### config.mk
export PLATFORM = sky130hd
export DESIGN_NAME = stage_id_regread
export DESIGN_NICKNAME = d
export VERILOG_FILES = /design/src/rtl/stage_id_regread.sv
export SDC_FILE = /design/constraint.sdc
export NUM_CORES = 1
export LEC_CHECK = 0
export BUFFER_PORTS_ARGS = -buffer_cell sky130_fd_sc_hd__buf_2
export CORE_ASPECT_RATIO = 1.2
export CORE_MARGIN = 3
export CORE_UTILIZATION = 25
export CTS_BUF_LIST = sky130_fd_sc_hd__clkbuf_16
export DETAILED_ROUTE_END_ITERATION = 8
export GPL_TIMING_DRIVEN = 0
export HOLD_SLACK_MARGIN = 0.05
export PLACE_DENSITY_LB_ADDON = 0.15
export SLEW_MARGIN = 20
export SYNTH_ARGS = -nofsm -noshare
export SYNTH_HDL_FRONTEND = slang
export SYNTH_SLANG_ARGS = --single-unit
### constraint.sdc
create_clock -name clk -period 3.25 [get_ports clk]
set_input_delay 0.325 -clock clk [delete_from_list [all_inputs] [get_ports clk]]
set_output_delay 0.325 -clock clk [all_outputs]
set_load 0.03 [all_outputs]
### src/rtl/stage_id_regread.sv
// stage_id_regread: LC-3b ID-stage register file with WB bypass and per-register pending-write scoreboard.
module stage_id_regread #(
  parameter int MAX_PENDING = 3
) (
  input  logic        clk,
  input  logic        reset_n,
  input  logic [2:0]  wr_dest,
  input  logic [15:0] wr_data,
  input  logic        wr_load,
  input  logic [2:0]  sr1,
  input  logic [2:0]  sr2,
  input  logic        sr1_used,
  input  logic        sr2_used,
  input  logic        issue_valid,
  input  logic        issue_load,
  input  logic [2:0]  issue_dest,
  output logic [15:0] sr1_data,
  output logic [15:0] sr2_data,
  output logic        stall,
  output logic        underflow_err
);
  logic [15:0] r_regs [8];
  logic [1:0]  r_pend [8];
  logic        r_uflow;
  logic [7:0]  w_dec;
  logic [1:0]  w_eff [8];
  logic        w_haz1, w_haz2, w_hazc, w_acc;
  always_comb begin
    for (int i = 0; i < 8; i++) begin
      w_dec[i] = wr_load && wr_dest == 3'(i) && r_pend[i] != 2'd0;
      w_eff[i] = r_pend[i] - {1'b0, w_dec[i]};
    end
  end
  assign sr1_data      = (wr_load && wr_dest == sr1) ? wr_data : r_regs[sr1];
  assign sr2_data      = (wr_load && wr_dest == sr2) ? wr_data : r_regs[sr2];
  assign w_haz1        = sr1_used && w_eff[sr1] != 2'd0;
  assign w_haz2        = sr2_used && w_eff[sr2] != 2'd0;
  assign w_hazc        = issue_load && w_eff[issue_dest] == 2'(MAX_PENDING);
  assign stall         = issue_valid && (w_haz1 || w_haz2 || w_hazc);
  assign w_acc         = issue_valid && !stall && issue_load;
  assign underflow_err = r_uflow;
  always_ff @(posedge clk or negedge reset_n) begin
    if (!reset_n) begin
      for (int i = 0; i < 8; i++) begin
        r_regs[i] <= 16'h0000;
        r_pend[i] <= 2'd0;
      end
      r_uflow <= 1'b0;
    end else begin
      if (wr_load) r_regs[wr_dest] <= wr_data;
      // a retire with nothing pending still writes but flags the scoreboard as out of sync
      if (wr_load && !w_dec[wr_dest]) r_uflow <= 1'b1;
      for (int i = 0; i < 8; i++)
        r_pend[i] <= r_pend[i] + {1'b0, w_acc && issue_dest == 3'(i)} - {1'b0, w_dec[i]};
    end
  end
endmodule

# After elaboration in Yosys (flattened, before gate mapping)
# Index checks and enable logic that the tools add are counted.
dict set report op_classes {
  addsub 24
  order_cmp 6
  eq_ne 17
  muxes 22
  bitwise 4
  n_reduce_logical 50
}
# cell n
set ops {}
lappend ops {{128-bit bitwise mux} 1}
lappend ops {{16-bit two-way mux} 7}
lappend ops {{16-bit binary-select mux with 3-bit select} 2}
lappend ops {{16-bit demux with 3-bit select} 1}
lappend ops {{1-bit logical AND} 34}
lappend ops {{2-bit by 1-bit subtractor with 2-bit output} 16}
lappend ops {{3-bit == test (second input constant)} 8}
lappend ops {{2-bit nonzero test} 10}
lappend ops {{2-bit binary-select mux with 3-bit select} 3}
lappend ops {{2-bit by 1-bit adder with 2-bit output} 8}
lappend ops {{4-bit >= comparator (second input constant)} 4}
lappend ops {{3-bit NOT with 4-bit output} 4}
lappend ops {{3-bit by 2-bit == test with 1-bit output (second input constant)} 4}
lappend ops {{2-bit two-way mux} 6}
lappend ops {{3-bit by 1-bit == test with 1-bit output (second input constant)} 2}
lappend ops {{3-bit == test} 2}
lappend ops {{3-bit zero test} 2}
lappend ops {{3-bit by 4-bit < comparator with 1-bit output (second input constant)} 1}
lappend ops {{4-bit by 1-bit < comparator with 1-bit output (second input constant)} 1}
lappend ops {{1-bit binary-select mux with 3-bit select} 1}
lappend ops {{2-bit == test (second input constant)} 1}
lappend ops {{1-bit zero test} 2}
lappend ops {{1-bit logical OR} 2}
lappend ops {{1-bit two-way mux} 1}
dict set report word_totals {
  reg_bits 145
  inputBits 35
  out_inout_bits 34
}

# Depth between registers and ports, before layout
# Gate-level depths: netlist of run 1.
dict set report logic_depth {
  ltp_word 18
  depth_mapped 17
  depth_no_buf 16
}

# Worst setup path after synthesis of run 1
# No wires, ideal clock.
dict set report synth_path {
  path_type {input to register}
  from {input wr_dest[2]}
  to {register r_pend[11] (netlist bit)}
  setup_ps 125
  arrival_time_ps 3434
  slack_ps -309
  stages 16
  cell_sequence {clkbuf_1 -> nand2b_1 -> nor2_1 -> o21a_1 -> ha_1 -> xnor2_2 -> a311oi_1 -> o41ai_2 -> a31oi_1 -> a311oi_4 -> nand4_1 -> ha_1 -> inv_1 -> ha_1 -> xnor2_1 -> xnor2_1}
}
dict set report synth_between {
  elab_chain_len 18
  word_cells_on_any_way 56
}
# element line_no
set synth_lines {}
lappend synth_lines {{from (decl)} 7} ;# input logic [2:0] wr_dest,
lappend synth_lines {{3-bit == test (tied with other cells)} 30} ;# w_dec[i] = wr_load && wr_dest == 3'(i) && r_pend[i] != 2'd0;
lappend synth_lines {{1-bit logical AND (2 in a row)} 30}
lappend synth_lines {{2-bit by 1-bit subtractor with 2-bit output} 31} ;# w_eff[i] = r_pend[i] - {1'b0, w_dec[i]};
lappend synth_lines {{2-bit binary-select mux with 3-bit select, on equally long branches} {36, 37}}
lappend synth_lines {{2-bit two-way mux, on equally long branches (2 in a row)} {36, 37}}
lappend synth_lines {{2-bit nonzero test, on equally long branches} {36, 37}}
lappend synth_lines {{1-bit logical AND, on equally long branches} {36, 37}}
lappend synth_lines {{1-bit logical OR (2 in a row)} 39} ;# assign stall = issue_valid && (w_haz1 || w_haz2 || w_hazc);
lappend synth_lines {{1-bit logical AND} 39}
lappend synth_lines {{1-bit zero test} 40} ;# assign w_acc = issue_valid && !stall && issue_load;
lappend synth_lines {{1-bit logical AND (2 in a row)} 40}
lappend synth_lines {{1-bit logical AND} 54} ;# r_pend[i] <= r_pend[i] + {1'b0, w_acc && issue_dest == 3'(i)} - {1'b0, w_dec[i]};
lappend synth_lines {{2-bit by 1-bit adder with 2-bit output} 54}
lappend synth_lines {{2-bit by 1-bit subtractor with 2-bit output *} 54}
lappend synth_lines {{to (signal, indexed assignment)} 54}
lappend synth_lines {{to (decl)} 23} ;# logic [1:0] r_pend [8];
# Mark *: on every way between the ends. The rest lies on a longest branch, timed or not. The select of a mux whose other input is x is not followed.
# A chain may end at the register's enable or synchronous reset.

# Worst setup path after layout of run 1
dict set report layout_path {
  from {register r_pend[10] (netlist bit)}
  to {output stall}
}
dict set report layout_between {
  elab_chain_len 11
  word_cells_on_any_way 21
}
# element line_no
set layout_lines {}
lappend layout_lines {{2-bit nonzero test} 30}
lappend layout_lines {{1-bit logical AND} 30}
lappend layout_lines {{2-bit by 1-bit subtractor with 2-bit output *} 31}
lappend layout_lines {{2-bit binary-select mux with 3-bit select, on equally long branches} {36, 37}}
lappend layout_lines {{2-bit two-way mux, on equally long branches (2 in a row)} {36, 37}}
lappend layout_lines {{2-bit nonzero test, on equally long branches} {36, 37}}
lappend layout_lines {{1-bit logical AND, on equally long branches} {36, 37}}
lappend layout_lines {{1-bit logical OR} 39}
lappend layout_lines {{1-bit logical OR *} 39}
lappend layout_lines {{1-bit logical AND *} 39}
lappend layout_lines {{to (decl)} 19} ;# output logic stall,
# Marks and branches as above.

==> results of run 1 <==
critical path, cell delays in order, from the launching register on:
cell and delay [ps]:
dfrtp_1 390, o21a_1 250, ha_4 200, xnor2_4 170
a311oi_2 150, o41ai_2 400, a31oi_2 160, a311oi_4 330
buf_4 190, buf_4 100, nor2b_1 30, buf_4 160
cell usage after synthesis, types with 2 or more instances:
cell      instances
buf_4             4
ha_1             24
buf_1             5
nand2_1           8
inv_1            19
mux2_1           41
a311oi_1          4
nor2_1           44
mux4_2           64
a21oi_1          33
nor3_2            2
buf_2            30
nand4b_1          2
mux2i_1          32
a22oi_1           2
dfrtp_1         145
nand2b_1          2
and2_1            2
nor2b_1           5
clkbuf_1         16
o21a_1            3
o21ai_0          12
xnor2_1          29
nand4_1          13
mux2_2           87
nand3_1           7
final timing paths:
path	start	endpoint	slack, ps	cells past startpoint
max	r_pend[10]	stall	-10	11
min	wr_data[14]	r_regs[94]	210	2
max reg2reg	r_pend[10]	r_pend[13]	10	14
min reg2reg	underflow_err	underflow_err	480	1
max in group asynchronous	reset_n	r_regs[33]	1940	3
min in group asynchronous	reset_n	r_regs[31]	420	2
cell usage in the layout (no fill, tap or decap), types with 11 or more instances in the layout:
master	Yosys	layout
a21oi_1	33	33
buf_2	30	73
buf_4	4	27
clkbuf_1	16	13
clkbuf_16	0	17
dfrtp_1	145	144
ha_1	24	12
inv_1	19	14
mux2_1	41	41
mux2_2	87	87
mux2i_1	32	32
mux4_2	64	64
nand4_1	13	13
nor2_1	44	38
o21ai_0	12	11
xnor2_1	29	17
where the power goes:
part           leakage, nW  internal, mW  switching (mW)  total (mW)
logic                 2.33          1.14            1.11        2.25
registers             1.73          2.26           0.379        2.64
clock network        0.268         0.998           0.856        1.85
total                 4.33          4.40            2.34        6.74
per-stage QoR:
stage	power [mW]	hold slack (ps)	std cells	TNS (ps)	util (%)
global placement	4.587	479.7	1143	-53320	28.36
floorplan	4.079	29.41	647	-524.8	-
global route	7.132	189.7	1199	-1268	31.27
CTS	6.638	187.1	1188	0	30.47
finish	6.743	207.9	1199	-11.66	31.27
detailed placement	4.696	279.2	1144	-16720	28.47
sequential cells by signal, summed over array words and instances (netlist names):
signal	flops
r_pend	16
r_regs	128
underflow_err	1
routing by layer:
layer / vias up / share of wire (%) / track usage, %
met5: - / 0.041 / 0
met4: 2 / 1.8 / 3.606
met3: 31 / 3.1 / 3.122
met2: 115 / 53 / 27.08
met1: 3086 / 42 / 18.19
li1: 2588 / - / -
final cells by class:
class	count	area share, %
flip-flops and latches	145	34.73
inverters	20	0.7182
clock inverters	15	1.161
repair buffers	70	4.297
well taps	450	5.387
clock buffers	17	4.070
multi-input cells	427	46.86
plain buffers	55	2.777
cell families (layout without fill, tap and decap cells):
kind of cell	count (synthesis)	count (layout)
and+or+nand+nor	90	90
buffers and inverters	75	177
AOI/OAI and AO/OA	59	59
adders and majority gates	24	24
xor gates and xnor gates	30	30
DFF	145	145
muxes	224	224
timing repair:
item / 4_1_cts / 5_1_grt
resized for setup: 5 / 35
gates cloned: 0 / 0
setup buffers: 11 / 11
hold endpoints to repair: 49 / 0
hold buffers: 1 / 0
setup endpoints to repair: 17 / 16
pin swaps: 10 / 33
==> impl_results.md, run 1 <==
* Synth async-reset ratio at 100.0%
* Clock Pin Slew Worst Setup and Hold Paths at 70 ps
* Multiplexer area fraction after synthesis at between 30% and 40%
* Detail Placement HPWL at about 18000 um
* Clock Latency Late Sink at 420 ps
* First-pass GRT wire length at 40480 um
* HP Class: primary input to flop
* Diode count at 0
* Vias at 5822
* Worst VDD drop at 0.0003099 V
* RSZ-0062 raised after global routing: true
* Die ar. at 36430 um^2
* TritonCTS clock tree: yes
* CTS root buf: clkbuf_16
* Final WL at 26970 um
* Io pins at 69
* Syn nets at 706
* Design Area, Final at 10450 um^2
* CTS max path bufs at 2
* Final setup viols at 1
* Nets@finish at 795
* Critical Path AT at 2940 ps
* Largest net degree at the start of global routing at 97
* Final Hold Fails at 0
* Synthesized area at between 8000 and 9000 um^2
* Multi-input logic area at 4898 um^2
* Clock Skews at 11.84 ps
* Vias in the first global route at about 6.5k
* Die extent in x at 174.7 um
* # rows at 73
* Vias/cell at 4.856
* Max Cap Viol at 0
* Area Growth Syn to Fin at 22.37%
* Slew headroom at between 20 and 25%
* YS warnings at 0
* Fillers at 3404
* Simple-gate area share of the yosys netlist at 5.185%
* Chip height at approximately 210 um
* Flops & latches, synth at around 150
* Adder-cell area share of the yosys netlist at 3.515%
* Crit start category: flop
* Tmin final at between 3000 and 4000 ps
* Post-synth top flop: dfrtp_1
* Status: finished, violations left
* Static leakage at 4.329 nW
* Synth Instances at 647
* Worst Path Max Fanout at 4
* Largest family of logic cells by synthesized area: multiplexers
* Setup ws final at -11.66 ps
* Failing checks: setup timing
* Register Area at 3630 um^2
* GP Congestion at roughly 0.79
* Avg Inst Size Synth at 13.20 um^2
* Initial DRC Count at ~260
* Crit path kind: flop to primary output
* Initial antenna violation count at 1
* Initial DRT Pass Iterations at 5
* H-tree Lvls at 4
* GRT Total Usage at between 10 and 15%
* Worst-margin pin slew at ~1200 ps
* Fin crit share at 100.4%
* Num Clock Sinks at approximately 150
* Post-synth EDFFs at 0
* Synth Area in XOR/XNOR at around 3.2%
* Layout cell share with drive strength beyond 1 at 44.99%
* Yosys top cell area share at 42.48%
* DRT antenna net count at 0
* Number of port buffers at between 40 and 50
* F_max at 306.6 MHz
* DP Area at 9517 um^2
* Drt drc at 0
* Core box area at 33430 um^2
* Synth Area in Compound Gates at under 10%
* CTS buffer count at 17
* Netlist cell types at 38
* Max Slew Vio Count at 0
* Crit path required time at 2920 ps
* Wire per inst at 22.50 um
* Seq/Total Area, Yosys at 42.48%
* PD cells at 645.1 nW/um^2
* Synth area leaders: dfrtp_1 (42%), mux4_2 (17%), mux2_2 (11%)
* Initial cell density of the core at 25.55%
* Yosys top cell by area: dfrtp_1
* Grt total ovfl at 0
* Post-Place Setup Slack at -1139 ps
* Critical Path Sink Type: primary output
No activity file was read; power rests on OpenSTA's default activity.
==> run 2: changes to the inputs <==
Settings changed: CORE_ASPECT_RATIO 1.2 to default.
==> impl_results.md, run 2 (same netlist as run 1, synthesis figures left out) <==
* Status: finished, final reports clean (was finished, violations left)
* Tmin final at 3248 ps (was 3262 ps)
* TritonCTS clock tree: yes (unchanged)
* Hold Path Cell Cnt at 2 (unchanged)
* # rows at 67 (was 73)
* Initial DRC Count at 388 (was 258)
* Area Growth Syn to Fin at 21.53% (was 22.37%)
* R2R Path End: r_pend[7] (was r_pend[13])
* Core box area at 33620 um^2 (was 33430 um^2)
* Part of the power in registers at 38.7% (was 39.2%)
* Final WL at 26970 um (about the same)
* Vias at 5840 (was 5822)
* Initial cell density of the core at 25.41% (was 25.55%)
* Grt total ovfl at 0 (unchanged)
* Initial antenna violation count at 1 (unchanged)
* Setup TNS at 0 ps (was -11.66 ps)
* Diode count at 0 (unchanged)
* CTS max path bufs at 2 (unchanged)
* Clock Latency Late Sink at 420 ps (about the same)
* Worst VDD drop at 0.0002759 V (was 0.0003099 V)
* Drt drc at 0 (unchanged)
* Design Area, Final at 10380 um^2 (was 10450 um^2)
* Wire per inst at 22.63 um (was 22.50 um)
* Origin of the critical flop-to-flop path: r_pend[11] (was r_pend[10])
* CTS root buf: clkbuf_16 (unchanged)
* Detail Placement HPWL at 18020 um (was 18140 um)
* Hold_ws at 190.1 ps (was 207.9 ps)
* Num Clock Sinks at 145 (unchanged)
* Highest-count cells in the layout ignoring fill and taps: dfrtp_1 (142), mux2_2 (87), buf_2 (72) (was dfrtp_1 (144), mux2_2 (87), buf_2 (73))
* Vias in the first global route at 6415 (was 6480)
* Critical Path AT at 3550 ps (was 2940 ps)
* Sw Share at 34.42% (was 34.74%)
* Nets@finish at 790 (was 795)
* R2r setup slk at 2 ps (was 10 ps)
* Largest net degree at the start of global routing at 96 (was 97)
* Worst Path Max Fanout at 6 (was 4)
* Static leakage at 4.321 nW (was 4.329 nW)
* Post-Place Setup Slack at -1052 ps (was -1139 ps)
* DP Area at 9514 um^2 (was 9517 um^2)
* Final setup viols at 0 (was 1)
* Number of port buffers at 46 (unchanged)
* Critical Path Sink Type: flop (was primary output)
* HP Class: primary input to flop (unchanged)
* Final Hold Fails at 0 (unchanged)
* Layout cell share with drive strength beyond 1 at 44.62% (was 44.99%)
* Critical Path Start: r_pend[11] (was r_pend[10])
* Io pins at 69 (unchanged)
* Die ar. at 36420 um^2 (was 36430 um^2)
* Crit path required time at 3550 ps (was 2920 ps)
* Biggest register: r_regs (unchanged)
* Clock Skews at 8.114 ps (was 11.84 ps)
* Chip height at 190.8 um (was 208.5 um)
* Comb pwr share at 32.0% (was 33.3%)
* Crit path kind: flop to flop (was flop to primary output)
* Reg2Reg Depth at 14 (unchanged)
* Die extent in x at 190.8 um (was 174.7 um)
* Clock power frac at 29.3% (was 27.5%)
* GRT Total Usage at 15.24% (was 14.98%)
* CTS buffer count at 17 (unchanged)
* PD cells at 654.0 nW/um^2 (was 645.1 nW/um^2)
* Vias/cell at 4.899 (was 4.856)
* RSZ-0062 raised after global routing: true (unchanged)
* F_max at 307.9 MHz (was 306.6 MHz)
* Max Slew Vio Count at 0 (unchanged)
* Sw power at 2.337 mW (was 2.342 mW)
* First-pass GRT wire length at 41060 um (was 40480 um)
* Clock Pin Slew Worst Setup and Hold Paths at 80 ps (was 70 ps)
* Setup ws final at 2.450 ps (was -11.66 ps)
* Worst-margin pin slew at 1185 ps (was 1165 ps)
* Initial DRT Pass Iterations at 5 (unchanged)
* DRT antenna net count at 0 (unchanged)
* Tot Pwr at 6.790 mW (was 6.743 mW)
* Int Pwr at 4.453 mW (was 4.400 mW)
* Hold Path End: r_regs[11] (was r_regs[94])
* Max reg flops at 128 (unchanged)
* H-tree Lvls at 4 (unchanged)
* Crit start category: flop (unchanged)
* Max Cap Viol at 0 (unchanged)
* Leading cell type in the layout, fill and taps excluded: dfrtp_1 (unchanged)
* Hold_sp: wr_data[11] (was wr_data[14])
* Slew headroom at 21.00% (was 22.35%)
* Fin crit share at 99.92% (was 100.4%)
* GP Congestion at 0.7960 (was 0.7864)
## run 2: repair_timing
item | in CTS | in global routing
endpoints found under the hold margin | 50 | 0
pin swaps | 8 | 27
endpoints found under the setup margin | 17 | 15
buffers inserted | 8 | 9
resized for setup | 6 | 24
hold buffers | 1 | 0
## run 2: how the worst max path moves through the flow
stage               cells past startpoint         to
detailed placement                     15  r_pend[7]
CTS                                    15  r_pend[7]
global route                           14  r_pend[7]
finish                                 14  r_pend[7]
floorplan                              17  r_pend[1]
global placement                       15  r_pend[7]
## run 2: stage by stage
stage               std cells  util, %
floorplan                 647        -
global placement         1141    28.19
detailed placement       1142    28.30
CTS                      1183    30.35
global route             1192    30.88
finish                   1192    30.88
## run 2: power by group through the flow
stage / Sequential (mW) / Combinational (mW) / Clock [mW]
after floorplan: 2.54 / 1.54 / 0
after global placement: 2.59 / 1.99 / 0
after detailed placement: 2.66 / 2.04 / 0
after CTS: 2.63 / 2.08 / 2.04
after global routing: 2.69 / 2.37 / 2.12
final: 2.63 / 2.17 / 1.99
## run 2: final cells by class
type / instances / area, um^2
fillers: 3384 / 23230
multi-input cells: 427 / 4818
flip-flops and latches: 145 / 3632
well taps: 448 / 560.5
clock buffers: 17 / 425.4
repair buffers: 65 / 411.6
plain buffers: 55 / 292.8
clock inverters: 15 / 165.2
inverters: 20 / 75.07
## run 2: layer usage
| metal | GRT usage (%) | up-vias | routed length, um |
|---|---|---|---|
| li1 | - | 2586 | - |
| met1 | 20.36 | 3082 | 12170 |
| met2 | 25.46 | 137 | 13190 |
| met3 | 3.015 | 33 | 1157 |
| met4 | 3.782 | 2 | 436 |
| met5 | 0 | - | 17 |
## run 2: worst max-delay path, stage by stage, from the launching register on
cell      delay [ps]
dfrtp_2          420
o21a_1           210
ha_2             190
xnor2_2          210
a311oi_2         150
o41ai_2          330
a31oi_2          170
a311oi_4         330
buf_6            170
nand4_1          140
ha_1             330
inv_1             40
ha_2             170
xnor2_2          130
xnor2_1          130
